### src/rtl/pixel_fb_writer.sv
// Framebuffer write stage: clips rasterizer pixels, buffers them against RAM back-pressure,
// and sweeps a full-screen clear between frames.
module pixel_fb_writer #(
    parameter int unsigned SCREEN_W   = 640,
    parameter int unsigned SCREEN_H   = 480,
    parameter int unsigned ADDR_W     = 19,
    parameter int unsigned COLOR_W    = 12,
    parameter int unsigned FIFO_DEPTH = 8
) (
    input  logic               clk,
    input  logic               rst,
    input  logic               pix_valid,
    output logic               pix_ready,
    input  logic [15:0]        pix_x,
    input  logic [15:0]        pix_y,
    input  logic [COLOR_W-1:0] pix_color,
    input  logic               clear_start,
    input  logic [COLOR_W-1:0] clear_color,
    output logic               clear_done,
    output logic               busy,
    output logic               fb_we,
    output logic [ADDR_W-1:0]  fb_addr,
    output logic [COLOR_W-1:0] fb_data,
    input  logic               fb_stall,
    output logic [15:0]        clipped_cnt
);

    localparam int unsigned PtrW = $clog2(FIFO_DEPTH);
    localparam int unsigned EntW = ADDR_W + COLOR_W;
    localparam logic [ADDR_W-1:0] LastAddr = ADDR_W'(SCREEN_W * SCREEN_H - 1);

    typedef enum logic [1:0] {StRun, StDrain, StClear} state_e;

    state_e              state_q, state_d;
    logic [EntW-1:0]     mem_q [FIFO_DEPTH];
    logic [PtrW-1:0]     wr_ptr_q, rd_ptr_q;
    logic [PtrW:0]       count_q;
    logic                ready_en_q;
    logic                fb_we_q, fb_we_d;
    logic [ADDR_W-1:0]   fb_addr_q, fb_addr_d;
    logic [COLOR_W-1:0]  fb_data_q, fb_data_d;
    logic [COLOR_W-1:0]  clr_color_q;
    logic                clear_done_q, clear_done_d;
    logic [15:0]         clipped_q;

    logic                fifo_full, fifo_empty;
    logic                in_bounds, accept, push, pop, load;
    logic [ADDR_W-1:0]   pix_addr;

    assign fifo_full  = (count_q == (PtrW + 1)'(FIFO_DEPTH));
    assign fifo_empty = (count_q == '0);
    assign in_bounds  = (32'(pix_x) < SCREEN_W) && (32'(pix_y) < SCREEN_H);
    assign pix_addr   = ADDR_W'(32'(pix_y) * SCREEN_W + 32'(pix_x));

    // ready_en_q keeps pix_ready low throughout reset and releases it one clock later
    assign pix_ready  = ready_en_q && (state_q == StRun) && !fifo_full;
    assign accept     = pix_valid && pix_ready;
    assign push       = accept && in_bounds;
    assign load       = !fb_we_q || !fb_stall;

    always_comb begin
        state_d      = state_q;
        fb_we_d      = fb_we_q;
        fb_addr_d    = fb_addr_q;
        fb_data_d    = fb_data_q;
        clear_done_d = 1'b0;
        pop          = 1'b0;
        unique case (state_q)
            StRun, StDrain: begin
                if (load) begin
                    if (!fifo_empty) begin
                        pop                    = 1'b1;
                        fb_we_d                = 1'b1;
                        {fb_addr_d, fb_data_d} = mem_q[rd_ptr_q];
                    end else if (state_q == StDrain) begin
                        // Last pixel write taken: first clear write goes straight out
                        state_d   = StClear;
                        fb_we_d   = 1'b1;
                        fb_addr_d = '0;
                        fb_data_d = clr_color_q;
                    end else begin
                        fb_we_d = 1'b0;
                    end
                end
                if (state_q == StRun && clear_start) state_d = StDrain;
            end
            StClear: begin
                if (load) begin
                    if (fb_addr_q == LastAddr) begin
                        fb_we_d      = 1'b0;
                        clear_done_d = 1'b1;
                        state_d      = StRun;
                    end else begin
                        fb_addr_d = fb_addr_q + 1'b1;
                    end
                end
            end
            default: state_d = StRun;
        endcase
    end

    always_ff @(posedge clk or posedge rst) begin
        if (rst) begin
            state_q      <= StRun;
            wr_ptr_q     <= '0;
            rd_ptr_q     <= '0;
            count_q      <= '0;
            ready_en_q   <= 1'b0;
            fb_we_q      <= 1'b0;
            fb_addr_q    <= '0;
            fb_data_q    <= '0;
            clr_color_q  <= '0;
            clear_done_q <= 1'b0;
            clipped_q    <= '0;
        end else begin
            state_q      <= state_d;
            ready_en_q   <= 1'b1;
            fb_we_q      <= fb_we_d;
            fb_addr_q    <= fb_addr_d;
            fb_data_q    <= fb_data_d;
            clear_done_q <= clear_done_d;
            if (push) wr_ptr_q <= wr_ptr_q + 1'b1;
            if (pop)  rd_ptr_q <= rd_ptr_q + 1'b1;
            count_q <= count_q + (PtrW + 1)'(push) - (PtrW + 1)'(pop);
            if (state_q == StRun && clear_start) clr_color_q <= clear_color;
            if (accept && !in_bounds && clipped_q != 16'hFFFF) clipped_q <= clipped_q + 1'b1;
        end
    end

    // Payload storage needs no reset; pointers and count define validity
    always_ff @(posedge clk) begin
        if (push) mem_q[wr_ptr_q] <= {pix_addr, pix_color};
    end

    assign fb_we       = fb_we_q;
    assign fb_addr     = fb_addr_q;
    assign fb_data     = fb_data_q;
    assign clear_done  = clear_done_q;
    assign clipped_cnt = clipped_q;
    assign busy        = !fifo_empty || fb_we_q || (state_q != StRun);

endmodule

### config.mk
export PLATFORM = sky130hd
export DESIGN_NAME = pixel_fb_writer
export DESIGN_NICKNAME = d
export VERILOG_FILES = /design/src/rtl/pixel_fb_writer.sv
export SDC_FILE = /design/constraint.sdc
export NUM_CORES = 1
export LEC_CHECK = 0
export ABC_AREA = 1
export BUFFER_PORTS_ARGS = -buffer_cell sky130_fd_sc_hd__buf_2
export CAP_MARGIN = 0
export CORE_ASPECT_RATIO = 0.5
export CORE_UTILIZATION = 45
export CTS_CLUSTER_SIZE = 16
export DETAILED_ROUTE_END_ITERATION = 8
export PLACE_DENSITY_LB_ADDON = 0.15
export SLEW_MARGIN = 5
export SYNTH_ARGS = -nofsm -noshare
export SYNTH_HDL_FRONTEND = slang
export SYNTH_SLANG_ARGS = --single-unit
### constraint.sdc
create_clock -name clk -period 4.25 [get_ports clk]
set_input_delay 0.425 -clock clk [delete_from_list [all_inputs] [get_ports clk]]
set_output_delay 0.425 -clock clk [all_outputs]
set_load 0.02 [all_outputs]
==> results of run 1 <==
per-layer routing:
layer  up-vias  GRT usage, %  wire length, um
li1       5103             -                -
met1      5143          30.8            17000
met2       296          32.9            15800
met3        37          3.89             2350
met4         2          4.07              480
met5         -             0               13
final cells by class:
cell class	count	area [um2]
fill	2819	15300
sequential	322	9300
multi-input combinational	962	4990
clock buffer	48	827
timing repair buffer	131	756
tap	432	541
inverter	77	290
clock inverter	5	21.3
antenna	1	2.50
sequential cells by signal, indices dropped and copies added, names as in the netlist:
signal and flops:
clear_done 1, clipped_cnt 16, clr_color_q 12, count_q 4
fb_addr 19, fb_data 12, fb_we 1, mem_q 248
rd_ptr_q 3, ready_en_q 1, state_q 2, wr_ptr_q 3
how the worst max path moves through the flow:
| stage | slack, ps | end | cells after the start | start |
|---|---|---|---|---|
| after CTS | 1360 | mem_q[4][19] | 9 | state_q[1] |
| after global placement | 1000 | mem_q[5][27] | 13 | pix_y[1] |
| final | 1330 | mem_q[4][28] | 13 | pix_y[1] |
| after detailed placement | 830 | mem_q[3][28] | 13 | pix_y[1] |
| after global routing | 1090 | mem_q[4][28] | 13 | pix_y[1] |
| after floorplan | 980 | mem_q[0][0] | 9 | count_q[2] |
where the power goes:
part / leakage (uW) / internal (uW) / switching [uW]
Sequential: 0.00315 / 3530 / 40.3
Combinational: 0.00309 / 164 / 367
Clock: 0.000410 / 1320 / 1110
logic make-up after synthesis:
family                     synth area share (%)
adders and majority gates                  3.53
other                                    0.0253
muxes                                     0.456
xor gates and xnor gates                   2.13
buffers and inverters                      3.94
DFF                                        62.8
and+or+nand+nor                            17.5
AOI/OAI and AO/OA                          9.69
cells in the mapped netlist (16+ instances only):
library cell / n
sky130_fd_sc_hd__buf_2: 22
sky130_fd_sc_hd__xor2_1: 16
sky130_fd_sc_hd__xnor2_1: 20
sky130_fd_sc_hd__o211ai_1: 52
sky130_fd_sc_hd__nor2_1: 238
sky130_fd_sc_hd__edfxtp_1: 248
sky130_fd_sc_hd__clkbuf_1: 28
sky130_fd_sc_hd__inv_1: 73
sky130_fd_sc_hd__nand2_1: 279
sky130_fd_sc_hd__a21oi_1: 44
sky130_fd_sc_hd__dfrtp_1: 74
sky130_fd_sc_hd__ha_1: 37
sky130_fd_sc_hd__o21ai_0: 138
sky130_fd_sc_hd__nand3_1: 64
stage by stage:
| step | cells | instance area, um2 | hold slack (ps) |
|---|---|---|---|
| after global routing | 1977 | 16700 | 91.4 |
| after global placement | 1924 | 15900 | 460 |
| after detailed placement | 1924 | 15900 | 465 |
| final | 1978 | 16700 | 51.3 |
| after CTS | 1977 | 16700 | 74.1 |
| after floorplan | 1422 | 14800 | 480 |
==> results by group, run 1 <==
Outcome
  • Status: complete, no violations

Pwr
  • IR drop worst, VDD: 0.000278 V
  • Pwr per Cell Area: 390 nW/um2
  • Static leakage power: 0.00665 uW
  • Tot Pwr: ~6500 uW

Job
  • Reported max-cap violation count: 0

Clocking
  • Post-CTS clock slew at the launch and capture registers of the worst setup and hold paths: 70 ps
  • CTS Buffer Depth: 3
  • Clock buffers created by TritonCTS: 29
  • Clk Tree Root Cell: sky130_fd_sc_hd__clkbuf_16
  • Hold buffer count at cts: 0
  • Sinks on the clock net: 322
  • H-tree depth: 1
  • Clock tree from TritonCTS: done
  • Buffer count from post-CTS setup fixing: 0
  • Number of gates given a new drive strength after cts: 0
  • Clock latency at the later pin of the worst-skew pair: 560 ps

Setup path
  • Kind of end point of the critical path: flop
  • FF-to-FF End: mem_q[4][19]
  • Worst flop-to-flop path startpoint: state_q[1]
  • Slowest CP cell: sky130_fd_sc_hd__xor2_1
  • Depth of the worst register-to-register path: 9
  • Most numerous cell on the critical path: sky130_fd_sc_hd__ha_1
  • Critical path cell sequence: buf_2, ha_1, ha_1, inv_1, fa_1, o21ai_0, xor2_1, ha_1, nand2_1, nor2_1, nand3_1, nand3_1, xor2_1
  • WP data required: 4540 ps
  • Data arrival, critical path: between 3000 and 4000 ps
  • Largest stage delay on the critical path: 460 ps
  • WP buf/inv: 2
  • Slack of the worst reg-to-reg path: about 1400 ps
  • Start-to-end type of the worst setup path: primary input to flop
  • Worst-path fanout max: 8
  • Crit path max-delay family: adder cells
  • Critical Path Start Type: primary input

Floorplan
  • Site Rows: 46
  • IO Pins: 112
  • Effective utilization at floorplan: 46.2%
  • Std-Cell Core Area: 32100 um2
  • Die Width: 259 um
  • Die Y-Extent: 130 um
  • Area of the die: 33700 um2

Finish
  • Post-layout util: 52.2%
  • Number of nets in the finished design: 1624
  • Most common library cell in the layout ignoring fill and taps: sky130_fd_sc_hd__nand2_1
  • Layout Area Growth over Synthesis: 13.0%
  • Layout cells sized above 1: 13.3%
  • Commonest non-fill, non-tap cells in the layout: sky130_fd_sc_hd__nand2_1, sky130_fd_sc_hd__edfxtp_1, sky130_fd_sc_hd__nor2_1

Yosys
  • Cell type with the highest aggregate area in the netlist: sky130_fd_sc_hd__edfxtp_1
  • Net count after synthesis: around 1500
  • Fraction of registers with async set or reset after synthesis: 23.0%
  • Proportion of synthesized chip area in sequential cells: between 60% and 70%
  • Portion of synthesized cell area occupied by the leading cell type: 50.3%
  • Most used flip-flop cell after synthesis: sky130_fd_sc_hd__edfxtp_1
  • Number of standard cells after synthesis: 1422
  • Synth Register Bits: 322
  • Leading cell types by total area after synthesis: sky130_fd_sc_hd__edfxtp_1, sky130_fd_sc_hd__dfrtp_1, sky130_fd_sc_hd__nand2_1, sky130_fd_sc_hd__nor2_1, sky130_fd_sc_hd__o21ai_0
  • Mean Syn Cell Area: 10.4 um2
  • Synth warn: 0
  • Post-synthesis instance area: 14800 um2
  • Number of synthesized flops with an enable pin: 248
  • Distinct cell type count of the synthesized netlist: 43

Drt
  • Vias post-DR: 10581
  • Remaining design rule violation count: 0
  • Drt initial violations: 872
  • Vias/cell: 5.35
  • Antenna violation net count after detailed routing: 0
  • Post-Route WL: 35700 um
  • Drt pass-1 iters: 6
  • Per-cell routed wire length: 18.0 um

GRT
  • Overall global routing resource usage: 21.0%
  • Number of global-route vias before repair: 9639
  • Total grt overflow: 0
  • Number of antenna violations at the first check in global routing: 2
  • Maximum number of pins on one net before global-route repair: 78
  • Global-route wire length before repair: 54400 um

Placement
  • Worst slack, placed: 834 ps
  • Routability cong.: 0.866
  • Placed wire-length estimate: ~22000 um
  • Buffers on Ports: between 100 and 150

Timing
  • Clock skew: between 8 and 9 ps
  • Unrepaired setup endpoints after global routing: false
  • Pin slew with the least headroom to its limit: 961 ps
  • Worst relative slew slack: between 30% and 40%
  • Tmin final: 2920 ps
  • Highest clock rate: 343 MHz
  • Hold violation count in the final report: 0
  • Total negative setup slack: 0 ps
  • Least setup slack across all paths after layout: 1330 ps
  • Share of the clock period used by the worst path: 68.7%
  • Max-slew violation count: 0
  • Final setup fails: 0

Min path
  • Worst hold path class: primary input to asynchronous set/reset pin
No activity file was read; power rests on OpenSTA's default activity.
==> inputs of run 2 (changes only) <==
clock period = 2.4 ns   (was 4.25 ns; I/O delays follow)
==> run 2 against run 1 <==
Compared with the run above:
- combinational power is 120% higher
- sequential power increased by 77%
- routed wire length grew 2.9%
- via count grew 1.9%
- final area grew 7.6%
- clock power grew 93%
- first-iteration DRC count is 2.2% higher
- non-clock buffer count increased by 85
- critical path type is now flop to output pin
- sequential cell count unchanged
- clock-buffer cell count is 8 lower
==> results by group, run 2 (synthesis results as in run 1) <==
Outcome
  • Status: complete, no violations

Placement
  • Worst slack, placed: -523 ps (-1360 ps)
  • Buffers on Ports: 111 (unchanged)
  • Routability cong.: 0.884 (+2.0%)
  • Placed wire-length estimate: 23400 um (+5.6%)

Finish
  • Most common library cell in the layout ignoring fill and taps: sky130_fd_sc_hd__nand2_1
  • Layout cells sized above 1: 18.4% (+5.1 points)
  • Diodes inserted: 0 (-1)
  • Max FFs per register: 248 (unchanged)
  • Commonest non-fill, non-tap cells in the layout: sky130_fd_sc_hd__nand2_1, sky130_fd_sc_hd__edfxtp_1, sky130_fd_sc_hd__nor2_1
  • Combined area of the multi-input logic cells: 5230 um2 (+4.7%)
  • Register Area: 9310 um2 (about the same)
  • Layout Area Growth over Synthesis: 21.5%
  • Layout filler cell count: 2728 (-3.2%)
  • Register with the highest flop count: mem_q
  • Post-layout util: 56.2% (+3.9 points)
  • Number of nets in the finished design: 1709 (+5.2%)

Pwr
  • Combinational fraction of design power: 9.7% (+1.6 points)
  • Pwr per Cell Area: 677 nW/um2 (+74%)
  • Static leakage power: 0.00718 uW (+7.9%)
  • Switching power as a share of total power: 22.8% (-0.42 points)
  • IR drop worst, VDD: 0.000392 V (+41%)
  • Sequential fraction of design power: 51.8% (-2.9 points)
  • Cell internal pwr: 9410 uW (+88%)
  • Clock Power Share: 38.5% (+1.3 points)
  • Net load switching power: 2780 uW (+83%)

Floorplan
  • Site Rows: 46 (unchanged)
  • Die Y-Extent: 130 um (unchanged)
  • Std-Cell Core Area: 32100 um2 (unchanged)
  • IO Pins: 112 (unchanged)
  • Die Width: 259 um (unchanged)
  • Area of the die: 33700 um2 (unchanged)
  • Effective utilization at floorplan: 46.2% (unchanged)

Timing
  • Max-slew violation count: 0 (unchanged)
  • Unrepaired setup endpoints after global routing: true
  • Share of the clock period used by the worst path: around 97%
  • Tmin final: 2320 ps
  • Highest clock rate: 431 MHz
  • Clock skew: 19.1 ps (+10.7 ps)
  • Final setup fails: 0 (unchanged)
  • Least setup slack across all paths after layout: 81.8 ps (-1250 ps)
  • Hold violation count in the final report: 0 (unchanged)
  • Worst relative slew slack: 49.2% (+13 points)
  • Pin slew with the least headroom to its limit: 757 ps (-204 ps)

Setup path
  • Critical Path Start Type: flop
  • WP data required: 2160 ps (-2380 ps)
  • Slowest CP cell: sky130_fd_sc_hd__dfrtp_2
  • WP buf/inv: 3 (+1)
  • Data arrival, critical path: 2080 ps (-1120 ps)
  • Worst-path fanout max: 14 (+6)
  • Start-to-end type of the worst setup path: flop to output pin
  • Largest stage delay on the critical path: 430 ps (-30 ps)
  • Kind of end point of the critical path: output pin
  • Critical path cell sequence: nor2_1, nand2_4, buf_12, nor2_2, inv_2, or2_2, buf_2
  • Crit path max-delay family: simple AND/OR/NAND/NOR gates

GRT
  • Maximum number of pins on one net before global-route repair: 101 (+29%)
  • Number of antenna violations at the first check in global routing: 0 (-2)
  • Number of global-route vias before repair: 10313 (+7.0%)
  • Total grt overflow: 0 (unchanged)
  • Overall global routing resource usage: 21.9% (+0.93 points)
  • Global-route wire length before repair: 56900 um (+4.7%)

Drt
  • Per-cell routed wire length: 17.8 um (-1.3%)
  • Drt initial violations: 891 (+2.2%)
  • Met2 WL: 16500 um (+3.8%)
  • Drt pass-1 iters: 6 (unchanged)
  • Highest routed metal layer: met4
  • Vias post-DR: 10781 (+1.9%)
  • Antenna violation net count after detailed routing: 0 (unchanged)
  • Remaining design rule violation count: 0 (unchanged)
  • Routed met3 length: 2670 um (+14%)
  • DRT met1 WL: 17100 um (+0.87%)
  • Post-Route WL: 36700 um (+2.9%)
  • Vias/cell: 5.23 (-2.3%)

Clocking
  • Clock buffers created by TritonCTS: 29 (unchanged)
  • H-tree depth: 1 (unchanged)
  • Post-CTS clock slew at the launch and capture registers of the worst setup and hold paths: 70 ps (about the same)
  • Clk Tree Root Cell: sky130_fd_sc_hd__clkbuf_16
  • CTS Buffer Depth: 3 (unchanged)
  • Clock tree from TritonCTS: done
  • Sinks on the clock net: 322 (unchanged)
  • Clock latency at the later pin of the worst-skew pair: 570 ps (about the same)

Job
  • Reported max-cap violation count: 0 (unchanged)

Min path
  • Worst hold path class: primary input to flop
run 2: worst paths after layout:
check | slack, ps | cells after the start | end | startpoint
max | 80 | 7 | busy | count_q[1]
min | 40 | 3 | state_q[0] | clear_start
max reg2reg | 100 | 13 | count_q[1] | count_q[2]
min reg2reg | 480 | 2 | fb_data[7] | fb_data[7]
max in group asynchronous | 1540 | 4 | count_q[1] | rst
min in group asynchronous | 170 | 3 | fb_addr[11] | rst
run 2: worst register-to-register path: stages, from the launching register on:
cell                      delay, ps
sky130_fd_sc_hd__dfrtp_1        340
sky130_fd_sc_hd__inv_2           60
sky130_fd_sc_hd__ha_2           170
sky130_fd_sc_hd__nor3b_4        150
sky130_fd_sc_hd__nor3_4         170
sky130_fd_sc_hd__nand2_2        110
sky130_fd_sc_hd__inv_2           70
sky130_fd_sc_hd__nand2_2         80
sky130_fd_sc_hd__ha_4           250
sky130_fd_sc_hd__inv_1           50
sky130_fd_sc_hd__ha_2           160
sky130_fd_sc_hd__inv_1           50
sky130_fd_sc_hd__fa_2           510
sky130_fd_sc_hd__inv_1           30
run 2: through the flow:
step	hold slack (ps)	instances	power [uW]	instance area, um2	TNS (ps)
2_1_floorplan	339	1422	7100	15000	-36480
3_3_place_gp	198	1975	7520	16600	-18460
3_5_place_dp	204	1975	7550	16600	-22260
4_1_cts	17.6	2061	12300	17900	-50.6
5_1_grt	30.1	2063	12700	18000	-83.2
6_report	40.4	2063	12200	18000	0
run 2: repair_timing:
action / 4_1_cts / 5_1_grt
hold buffers: 32 / 0
endpoints found under the setup margin: 3 / 19
gates resized for setup: 5 / 14
pin swaps: 0 / 4
setup buffers: 0 / 2
hold endpoints to repair: 214 / 0
run 2: power by group through the flow:
stage	logic, uW	clock network (uW)	registers (uW)
after floorplan	643	0	6460
after global placement	1080	0	6440
after detailed placement	1110	0	6440
after CTS	1160	4780	6320
after global routing	1320	5020	6320
final	1180	4700	6320
run 2: cell type report:
cell class | count | share of cell area [%]
tap | 432 | 3.00
inverter | 77 | 1.61
timing repair buffer | 216 | 9.37
multi-input combinational | 962 | 29.0
clock inverter | 14 | 0.973
sequential | 322 | 51.7
clock buffer | 40 | 4.32
run 2: layer usage:
layer  track usage (%)  up-vias
met5                 0        -
met4              3.59        0
met3              4.58       44
met2              34.7      275
met1              31.8     5171
li1                  -     5291
==> inputs of run 3 (changes only) <==
ABC_CLOCK_PERIOD_IN_PS = 2400   (was not set)
CORE_ASPECT_RATIO = not set   (was 0.5)
==> run 3 against run 2 <==
Compared with the run above:
- maximum frequency up 1.1%
- register-to-register slack about the same
- critical path depth up 5
- highest routed layer unchanged
==> results by group, run 3 (synthesis results as in run 1) <==
Outcome
  • Status: complete, no violations

Setup path
  • Worst-path fanout max: 3 (-11)
  • Critical Path Start Type: flop
  • Slack of the worst reg-to-reg path: 110 ps (about the same)
  • WP data required: 2810 ps (+650 ps)
  • Kind of end point of the critical path: flop
  • WP buf/inv: 4 (+1)
  • Crit path max-delay family: adder cells
  • Largest stage delay on the critical path: 380 ps (-50 ps)
  • Critical path cell sequence: inv_1, nand2_2, nor3_4, nand2_2, inv_2, nand2_2, ha_1, inv_1, ha_1, inv_1, fa_1, xnor2_1
  • Data arrival, critical path: 2700 ps (+620 ps)
  • Start-to-end type of the worst setup path: flop to flop
  • Slowest CP cell: sky130_fd_sc_hd__dfrtp_1

GRT
  • Number of global-route vias before repair: 10447 (+1.3%)
  • Total grt overflow: 0 (unchanged)
  • Global-route wire length before repair: 55500 um (-2.5%)
  • Number of antenna violations at the first check in global routing: 0 (unchanged)
  • Overall global routing resource usage: 21.2% (-0.77 points)
  • Maximum number of pins on one net before global-route repair: 130 (+29%)

Finish
  • Most common library cell in the layout ignoring fill and taps: sky130_fd_sc_hd__nand2_1
  • Final Non-Filler Cells: 2081 (+0.87%)
  • Register Area: 9310 um2 (unchanged)
  • Number of nets in the finished design: 1712 (+0.18%)
  • Max FFs per register: 248 (unchanged)
  • Diodes inserted: 0 (unchanged)
  • Commonest non-fill, non-tap cells in the layout: sky130_fd_sc_hd__nand2_1, sky130_fd_sc_hd__edfxtp_1, sky130_fd_sc_hd__nor2_1
  • Layout Area Growth over Synthesis: 22.3%
  • Combined area of the multi-input logic cells: 5210 um2 (-0.38%)
  • Layout cells sized above 1: 19.5% (+1.1 points)
  • Register with the highest flop count: mem_q
  • Layout filler cell count: 2803 (+2.7%)

Timing
  • Hold violation count in the final report: 0 (unchanged)
  • Least setup slack across all paths after layout: 107 ps (+24.9 ps)
  • Unrepaired setup endpoints after global routing: false
  • Tmin final: 2290 ps (-24.9 ps)
  • Pin slew with the least headroom to its limit: 807 ps (+50.9 ps)
  • Clock skew: 13.3 ps (-5.82 ps)
  • Max-slew violation count: 0 (unchanged)
  • Highest clock rate: 436 MHz (+1.1%)
  • Share of the clock period used by the worst path: 95.6% (-1.0 points)
  • Final setup fails: 0 (unchanged)
  • Hold slack: 70.6 ps (+30.2 ps)
  • Worst relative slew slack: 46.0% (-3.2 points)

Pwr
  • Switching power as a share of total power: 23.3% (+0.53 points)
  • IR drop worst, VDD: 0.000419 V (+7.0%)
  • Tot Pwr: 12900 uW (+5.4%)
  • Static leakage power: 0.00726 uW (+1.1%)
  • Combinational fraction of design power: 9.3% (-0.4 points)
  • Clock Power Share: 41.6% (+3.1 points)
  • Net load switching power: 3000 uW (+7.9%)
  • Pwr per Cell Area: 710 nW/um2 (+4.8%)
  • Sequential fraction of design power: 49.1% (-2.7 points)
  • Cell internal pwr: 9860 uW (+4.7%)

Placement
  • Placed wire-length estimate: 21500 um (-8.4%)
  • Routability cong.: 0.836 (-5.4%)
  • Count of placed standard cells including taps: 1982 (+0.35%)
  • Buffers on Ports: 111 (unchanged)
  • Worst slack, placed: -475 ps (+47.9 ps)

Clocking
  • Post-CTS clock slew at the launch and capture registers of the worst setup and hold paths: 60 ps (about the same)
  • Clock tree from TritonCTS: done
  • H-tree depth: 2 (+1)
  • Clock latency at the later pin of the worst-skew pair: 520 ps (-50 ps)
  • Sinks on the clock net: 322 (unchanged)
  • CTS Buffer Depth: 3 (unchanged)
  • Clock buffers created by TritonCTS: 36 (+24%)
  • Clk Tree Root Cell: sky130_fd_sc_hd__clkbuf_16

Job
  • Reported max-cap violation count: 0 (unchanged)

Floorplan
  • Area of the die: 33700 um2 (-0.13%)
  • Effective utilization at floorplan: 45.7% (-0.56 points)
  • Die Width: 183 um (-29%)
  • Die Y-Extent: 183 um (+41%)
  • Site Rows: 66 (+43%)
  • IO Pins: 112 (unchanged)
  • Std-Cell Core Area: 32500 um2 (+1.2%)

Drt
  • Vias post-DR: 10625 (-1.4%)
  • Vias/cell: 5.11 (-2.3%)
  • Antenna violation net count after detailed routing: 0 (unchanged)
  • Drt pass-1 iters: 5 (-1)
  • Drt initial violations: 727 (-18%)
  • Post-Route WL: 34700 um (-5.6%)
  • Remaining design rule violation count: 0 (unchanged)
  • Per-cell routed wire length: 16.7 um (-6.4%)

Min path
  • Worst hold path class: primary input to flop
## run 3: stage by stage
step	setup TNS, ps	area (um2)	utilization, %
2_1_floorplan	-36480	15000	-
3_3_place_gp	-17500	16500	51.0
3_5_place_dp	-19610	16500	51.0
4_1_cts	0	18000	55.6
5_1_grt	0	18100	55.8
6_report	0	18100	55.8
## run 3: power groups by stage
stage	clock network, uW	registers [uW]	logic (uW)
floorplan	0	6460	643
global placement	0	6420	1090
detailed placement	0	6430	1110
CTS	5460	6310	1160
global route	5670	6320	1350
finish	5350	6310	1200
## run 3: area by class of cell
class                   instances  share of cell area [%]
clock buffers                  44                    5.31
clock inverters                22                    1.15
inverters                      77                    1.60
multi-input cells             962                    28.7
flip-flops and latches        322                    51.4
well taps                     442                    3.05
repair buffers                212                    8.77
## run 3: repair_timing
action	CTS	global route
setup buffers	0	1
resized for setup	2	14
endpoints found under the setup margin	1	39
pin swaps	0	8
hold endpoints to repair	234	0
hold buffers	32	0
## run 3: final timing paths
kind	startpoint	to	cells after the start
worst max-delay path	state_q[0]	count_q[2]	12
worst min-delay path	clear_start	state_q[0]	3
worst max register to register	state_q[0]	count_q[2]	12
worst min register to register	fb_data[10]	fb_data[10]	2
max in group asynchronous	rst	fb_addr[4]	4
min in group asynchronous	rst	clipped_cnt[8]	4
## run 3: per-layer routing
layer | track usage (%) | wire length [um] | share of wire [%]
met5 | 0 | 0 | 0
met4 | 4.97 | 515 | 1.5
met3 | 2.83 | 1490 | 4.3
met2 | 35.8 | 16700 | 48
met1 | 28.9 | 16000 | 46
## run 3: worst min-delay path, cell delays in order
cell                      delay, ps
sky130_fd_sc_hd__buf_2          110
sky130_fd_sc_hd__nand3_1        130
sky130_fd_sc_hd__nand2_1         70
